File: config.mk
export PLATFORM = sky130hd
export DESIGN_NAME = nibble_serial_add_ctrl
export DESIGN_NICKNAME = d
export VERILOG_FILES = /design/src/rtl/nibble_serial_add_ctrl.sv
export SDC_FILE = /design/constraint.sdc
export NUM_CORES = 1
export LEC_CHECK = 0
export ABC_CLOCK_PERIOD_IN_PS = 3800
export BUFFER_PORTS_ARGS = -buffer_cell sky130_fd_sc_hd__buf_2
export CAP_MARGIN = 30
export CORE_UTILIZATION = 25
export CTS_CLUSTER_SIZE = 24
export DETAILED_ROUTE_END_ITERATION = 8
export SKIP_CTS_REPAIR_TIMING = 1
export SLEW_MARGIN = 30
export SYNTH_ARGS = -nofsm -noshare
export SYNTH_HDL_FRONTEND = slang
export SYNTH_SLANG_ARGS = --single-unit
File: constraint.sdc
create_clock -name clock -period 3.8 [get_ports clock]
set_input_delay 0.19 -clock clock [delete_from_list [all_inputs] [get_ports clock]]
set_output_delay 0.19 -clock clock [all_outputs]
set_load 0.02 [all_outputs]
File: src/rtl/nibble_serial_add_ctrl.sv
// nibble_serial_add_ctrl: adds two WIDTH-bit operands one nibble per clock
// through a single shared 4-bit ripple adder (fulladd4), LSB nibble first.
// Optional feature: define SUB_EN to add a 'sub' input (a - b via a + ~b + 1).

// 4-bit ripple-carry adder built from per-bit full adders.
module fulladd4 (
  input  logic [3:0] a,
  input  logic [3:0] b,
  input  logic       c_in,
  output logic [3:0] sum,
  output logic       c_out
);

  logic [4:0] carry;

  assign carry[0] = c_in;

  genvar gi;
  generate
    for (gi = 0; gi < 4; gi++) begin : g_bit
      assign sum[gi]     = a[gi] ^ b[gi] ^ carry[gi];
      assign carry[gi+1] = (a[gi] & b[gi]) | (carry[gi] & (a[gi] ^ b[gi]));
    end
  endgenerate

  assign c_out = carry[4];

endmodule

module nibble_serial_add_ctrl #(
  parameter int WIDTH = 16
) (
  input  logic             clock,
  input  logic             reset_n,
  input  logic             start,
  input  logic [WIDTH-1:0] a,
  input  logic [WIDTH-1:0] b,
  input  logic             c_in,
`ifdef SUB_EN
  input  logic             sub,
`endif
  output logic             ready,
  output logic             busy,
  output logic             done,
  output logic [WIDTH-1:0] sum,
  output logic             c_out
);

  localparam int NIB  = WIDTH / 4;
  localparam int IDXW = (NIB > 1) ? $clog2(NIB) : 1;
  localparam logic [IDXW-1:0] IDX_LAST = IDXW'(NIB - 1);

  typedef enum logic [1:0] {
    S_IDLE = 2'd0,
    S_RUN  = 2'd1,
    S_DONE = 2'd2
  } state_t;

  state_t state_reg, state_next;

  logic [WIDTH-1:0] a_reg, a_next;
  logic [WIDTH-1:0] b_reg, b_next;
  logic             carry_reg, carry_next;
  logic [IDXW-1:0]  idx_reg, idx_next;
  logic [WIDTH-1:0] sum_reg, sum_next;
  logic             c_out_reg, c_out_next;

  // Operand B and initial carry as latched at acceptance; subtraction
  // inverts B and forces the carry so the adder produces a + ~b + 1.
  logic [WIDTH-1:0] op_b;
  logic             op_carry;

`ifdef SUB_EN
  assign op_b     = sub ? ~b : b;
  assign op_carry = sub ? 1'b1 : c_in;
`else
  assign op_b     = b;
  assign op_carry = c_in;
`endif

  // Bit offset of the nibble currently being processed.
  logic [IDXW+1:0] nib_base;
  logic [3:0]      nib_a;
  logic [3:0]      nib_b;
  logic [3:0]      nib_sum;
  logic            nib_cout;

  assign nib_base = {idx_reg, 2'b00};
  assign nib_a    = a_reg[nib_base +: 4];
  assign nib_b    = b_reg[nib_base +: 4];

  fulladd4 u_fulladd4 (
    .a     (nib_a),
    .b     (nib_b),
    .c_in  (carry_reg),
    .sum   (nib_sum),
    .c_out (nib_cout)
  );

  // State register.
  always_ff @(posedge clock or negedge reset_n) begin
    if (!reset_n) begin
      state_reg <= S_IDLE;
    end else begin
      state_reg <= state_next;
    end
  end

  // Datapath registers: latched operands, running carry, nibble index, result.
  always_ff @(posedge clock or negedge reset_n) begin
    if (!reset_n) begin
      a_reg     <= '0;
      b_reg     <= '0;
      carry_reg <= 1'b0;
      idx_reg   <= '0;
      sum_reg   <= '0;
      c_out_reg <= 1'b0;
    end else begin
      a_reg     <= a_next;
      b_reg     <= b_next;
      carry_reg <= carry_next;
      idx_reg   <= idx_next;
      sum_reg   <= sum_next;
      c_out_reg <= c_out_next;
    end
  end

  // Next-state and datapath update: accept in IDLE, one nibble per RUN cycle.
  always_comb begin
    state_next = state_reg;
    a_next     = a_reg;
    b_next     = b_reg;
    carry_next = carry_reg;
    idx_next   = idx_reg;
    sum_next   = sum_reg;
    c_out_next = c_out_reg;

    case (state_reg)
      S_IDLE: begin
        if (start) begin
          a_next     = a;
          b_next     = op_b;
          carry_next = op_carry;
          idx_next   = '0;
          sum_next   = '0;
          state_next = S_RUN;
        end
      end
      S_RUN: begin
        sum_next[nib_base +: 4] = nib_sum;
        carry_next              = nib_cout;
        if (idx_reg == IDX_LAST) begin
          c_out_next = nib_cout;
          state_next = S_DONE;
        end else begin
          idx_next = idx_reg + IDXW'(1);
        end
      end
      S_DONE: begin
        state_next = S_IDLE;
      end
      default: begin
        state_next = S_IDLE;
      end
    endcase
  end

  assign ready = (state_reg == S_IDLE);
  assign busy  = (state_reg == S_RUN);
  assign done  = (state_reg == S_DONE);
  assign sum   = sum_reg;
  assign c_out = c_out_reg;

endmodule

==> impl_metrics.ini <==
[global_route]
met2_usage_pct = 16.1
grt_overflow_total = 0
grt_pass1_vias = 1544
grtUsageMet1_pct = 15.7
antenna_found_initial = 0
grt_usage_pct = 10.7
grt_pass1_wl_um = 8450
grt_util_met3_pct = 2.60
grt_max_degree = 55
busiest_layer = met2

[place]
gp_congestion = 0.784
port_buffers = 55
pre_cts_slack_ns = 0.848
dpl.hpwl_um = 3860

[die]
initial_core_util_pct = 25.6
die_x_um = 102
fp.dieArea_um2 = 10400
rows = 36
die_y_um = 102
pin_count = 56
core-area_um2 = 9730

[sta]
tightest_slew_ns = 0.678
setup-violations-final = 0
slew_viol_final = 0
slew_headroom_pct = 54.8
period_share_pct = 76.7
rsz0062_at_grt = no
hold_violations = 6
fin_skew_ns = 0.00936
fmax_ghz = 0.343
period_minus_slack_ns = 2.92
final.setup.tns_ns = 0
worst_hold_slack_ns = -0.0125
fin_ws_ns = 0.884

[worst_setup_path]
required_ns = 4.00
worstRegToRegCells = 8
end_kind = flip-flop
path_class = reg2reg
crit_path_start_kind = flip-flop
crit_fanout = 11
arrival_ns = 3.11

[detailed_routing]
finalWirelength_um = 5140
via_count = 1570
remaining_drc_errors = 0
antenna_left = 0
wl_per_cell_um = 14.2
vias_per_cell = 4.33
drt_iter0_markers = 43
drt_first_pass_iters = 4

[clock_tree]
cts_tree = built
clkTransAtPathRegs_ns = 0.10
insertion_delay_ns = 0.30
clockBufferDepth = 2
clock-sinks = 54
h-tree-depth = 2
cts_made_buffers = 5
clockRootBuffer = clkbuf_8

[final_layout]
num_antenna_cells = 0
nets = 273
multi_input_area_um2 = 1030
drive_gt1_share_pct = 45.7
syn2layout_area_growth_pct = 20.5
fill_cells = 1012
regArea_um2 = 1350

[yosys]
yosys_warnings = 0
yosysTopAreaCell = dfrtp_1
synth_cell_type_count = 29
synthTopCellsByArea = dfrtp_1, mux2_2, mux4_2, fa_1, a22o_1
avgSynthCellArea_um2 = 14.5
ys_seq_elements = 54
synthCells = 172
netlist_area_um2 = 2490
yosysSeqAreaShare_pct = 54.2
synth_nets = 216
synth_top_area_share_pct = 54.2

[hold_path]
min_path_type = in2async

[job]
max_cap_viol_count = 0

[pwr]
p_leak_nw = 1.40
powerDensity_nw_per_um2 = 972
peakVddDrop_mv = 0.416

[run_status]
run_status = finished, violations left
violations = negative hold slack
stage by stage:
step	hold slack, ns	std cells	util (%)	cell area (um2)	power (W)
final	-0.0125	363	30.9	3000	0.00292
after global routing	0.0557	363	30.9	3000	0.00316
after CTS	0.0246	363	30.9	3000	0.00295
after detailed placement	0.358	355	29.8	2900	0.00257
after global placement	0.357	355	29.8	2900	0.00254
after floorplan	-0.106	172	-	2490	0.00212
worst paths after layout:
path | from | to | slack, ns
worst max-delay path | idx_reg[0]$_DFFE_PN0P_ | sum[11]$_DFFE_PN0P_ | 0.88
worst min-delay path | reset_n | sum[12]$_DFFE_PN0P_ | -0.01
worst max register to register | idx_reg[0]$_DFFE_PN0P_ | sum[11]$_DFFE_PN0P_ | 0.88
worst min register to register | sum[4]$_DFFE_PN0P_ | sum[4]$_DFFE_PN0P_ | 0.49
max in group asynchronous | reset_n | b_reg[14]$_DFFE_PN0P_ | 3.34
min in group clock | a[7] | a_reg[7]$_DFFE_PN0P_ | 0.11
cell families (layout without fill, tap and decap cells):
kind of cell	count (synthesis)	count (layout)	share of synthesized area (%)
simple gates	26	26	6.28
fa+ha+maj	8	8	5.22
flops	54	54	54.2
buf+inv	20	78	4.22
compound gates	22	22	7.43
mux	42	42	22.6
layer usage:
| metal | vias up | routed length [um] |
|---|---|---|
| met5 | - | 0 |
| met4 | 0 | 38 |
| met3 | 5 | 264 |
| met2 | 41 | 2290 |
| met1 | 786 | 2550 |
| li1 | 738 | - |
Yosys cell counts:
cell type	instances
a21o_1	4
a221o_1	1
a22o_1	8
and3_1	1
and4_1	2
buf_2	3
buf_4	1
buf_6	3
clkbuf_1	1
dfrtp_1	54
fa_1	4
ha_1	4
inv_1	12
mux2_1	2
mux2_2	32
mux4_2	8
nand2_1	5
nand2b_1	2
nand3_1	1
nand3b_1	1
nand4_1	2
nor2_1	4
nor2b_1	3
nor3_1	2
nor3b_1	1
nor3b_4	1
o21ai_0	1
o2bb2ai_1	8
or3_1	1
cells in the final DEF, fill, tap and decap left out, types with 3 or more instances in the layout:
| master | Yosys | final |
|---|---|---|
| ha_1 | 4 | 4 |
| mux4_2 | 8 | 8 |
| buf_2 | 3 | 55 |
| a22o_1 | 8 | 8 |
| o2bb2ai_1 | 8 | 8 |
| inv_1 | 12 | 12 |
| nor2b_1 | 3 | 3 |
| buf_4 | 1 | 3 |
| mux2_2 | 32 | 32 |
| nor2_1 | 4 | 4 |
| a21o_1 | 4 | 4 |
| clkbuf_8 | 0 | 5 |
| nand2_1 | 5 | 5 |
| fa_1 | 4 | 4 |
| dfrtp_1 | 54 | 54 |
where the power goes:
| part | total, W | switching, W | leakage (nW) | internal (W) |
|---|---|---|---|---|
| sequential | 0.00106 | 0.000207 | 0.671 | 0.000850 |
| combinational | 0.00148 | 0.000782 | 0.677 | 0.000703 |
| clock | 0.000375 | 0.000178 | 0.0524 | 0.000197 |
worst max-delay path, stage by stage, from the launching register on:
cell and delay (ns):
dfrtp_1 0.58, buf_4 0.25, mux4_2 0.53, fa_1 0.43
inv_1 0.08, fa_1 0.15, inv_1 0.05, fa_1 0.51
a22o_1 0.23
area by class of cell:
| class | instances | share of cell area (%) |
|---|---|---|
| Clock buffer | 7 | 2.54 |
| Clock inverter | 1 | 1.00 |
| Inverter | 12 | 1.50 |
| Multi-Input combinational cell | 98 | 34.5 |
| Sequential cell | 54 | 45.0 |
| Tap cell | 133 | 5.54 |
| Timing Repair Buffer | 58 | 9.92 |
Note: power is estimated with default switching activity, not from simulation.
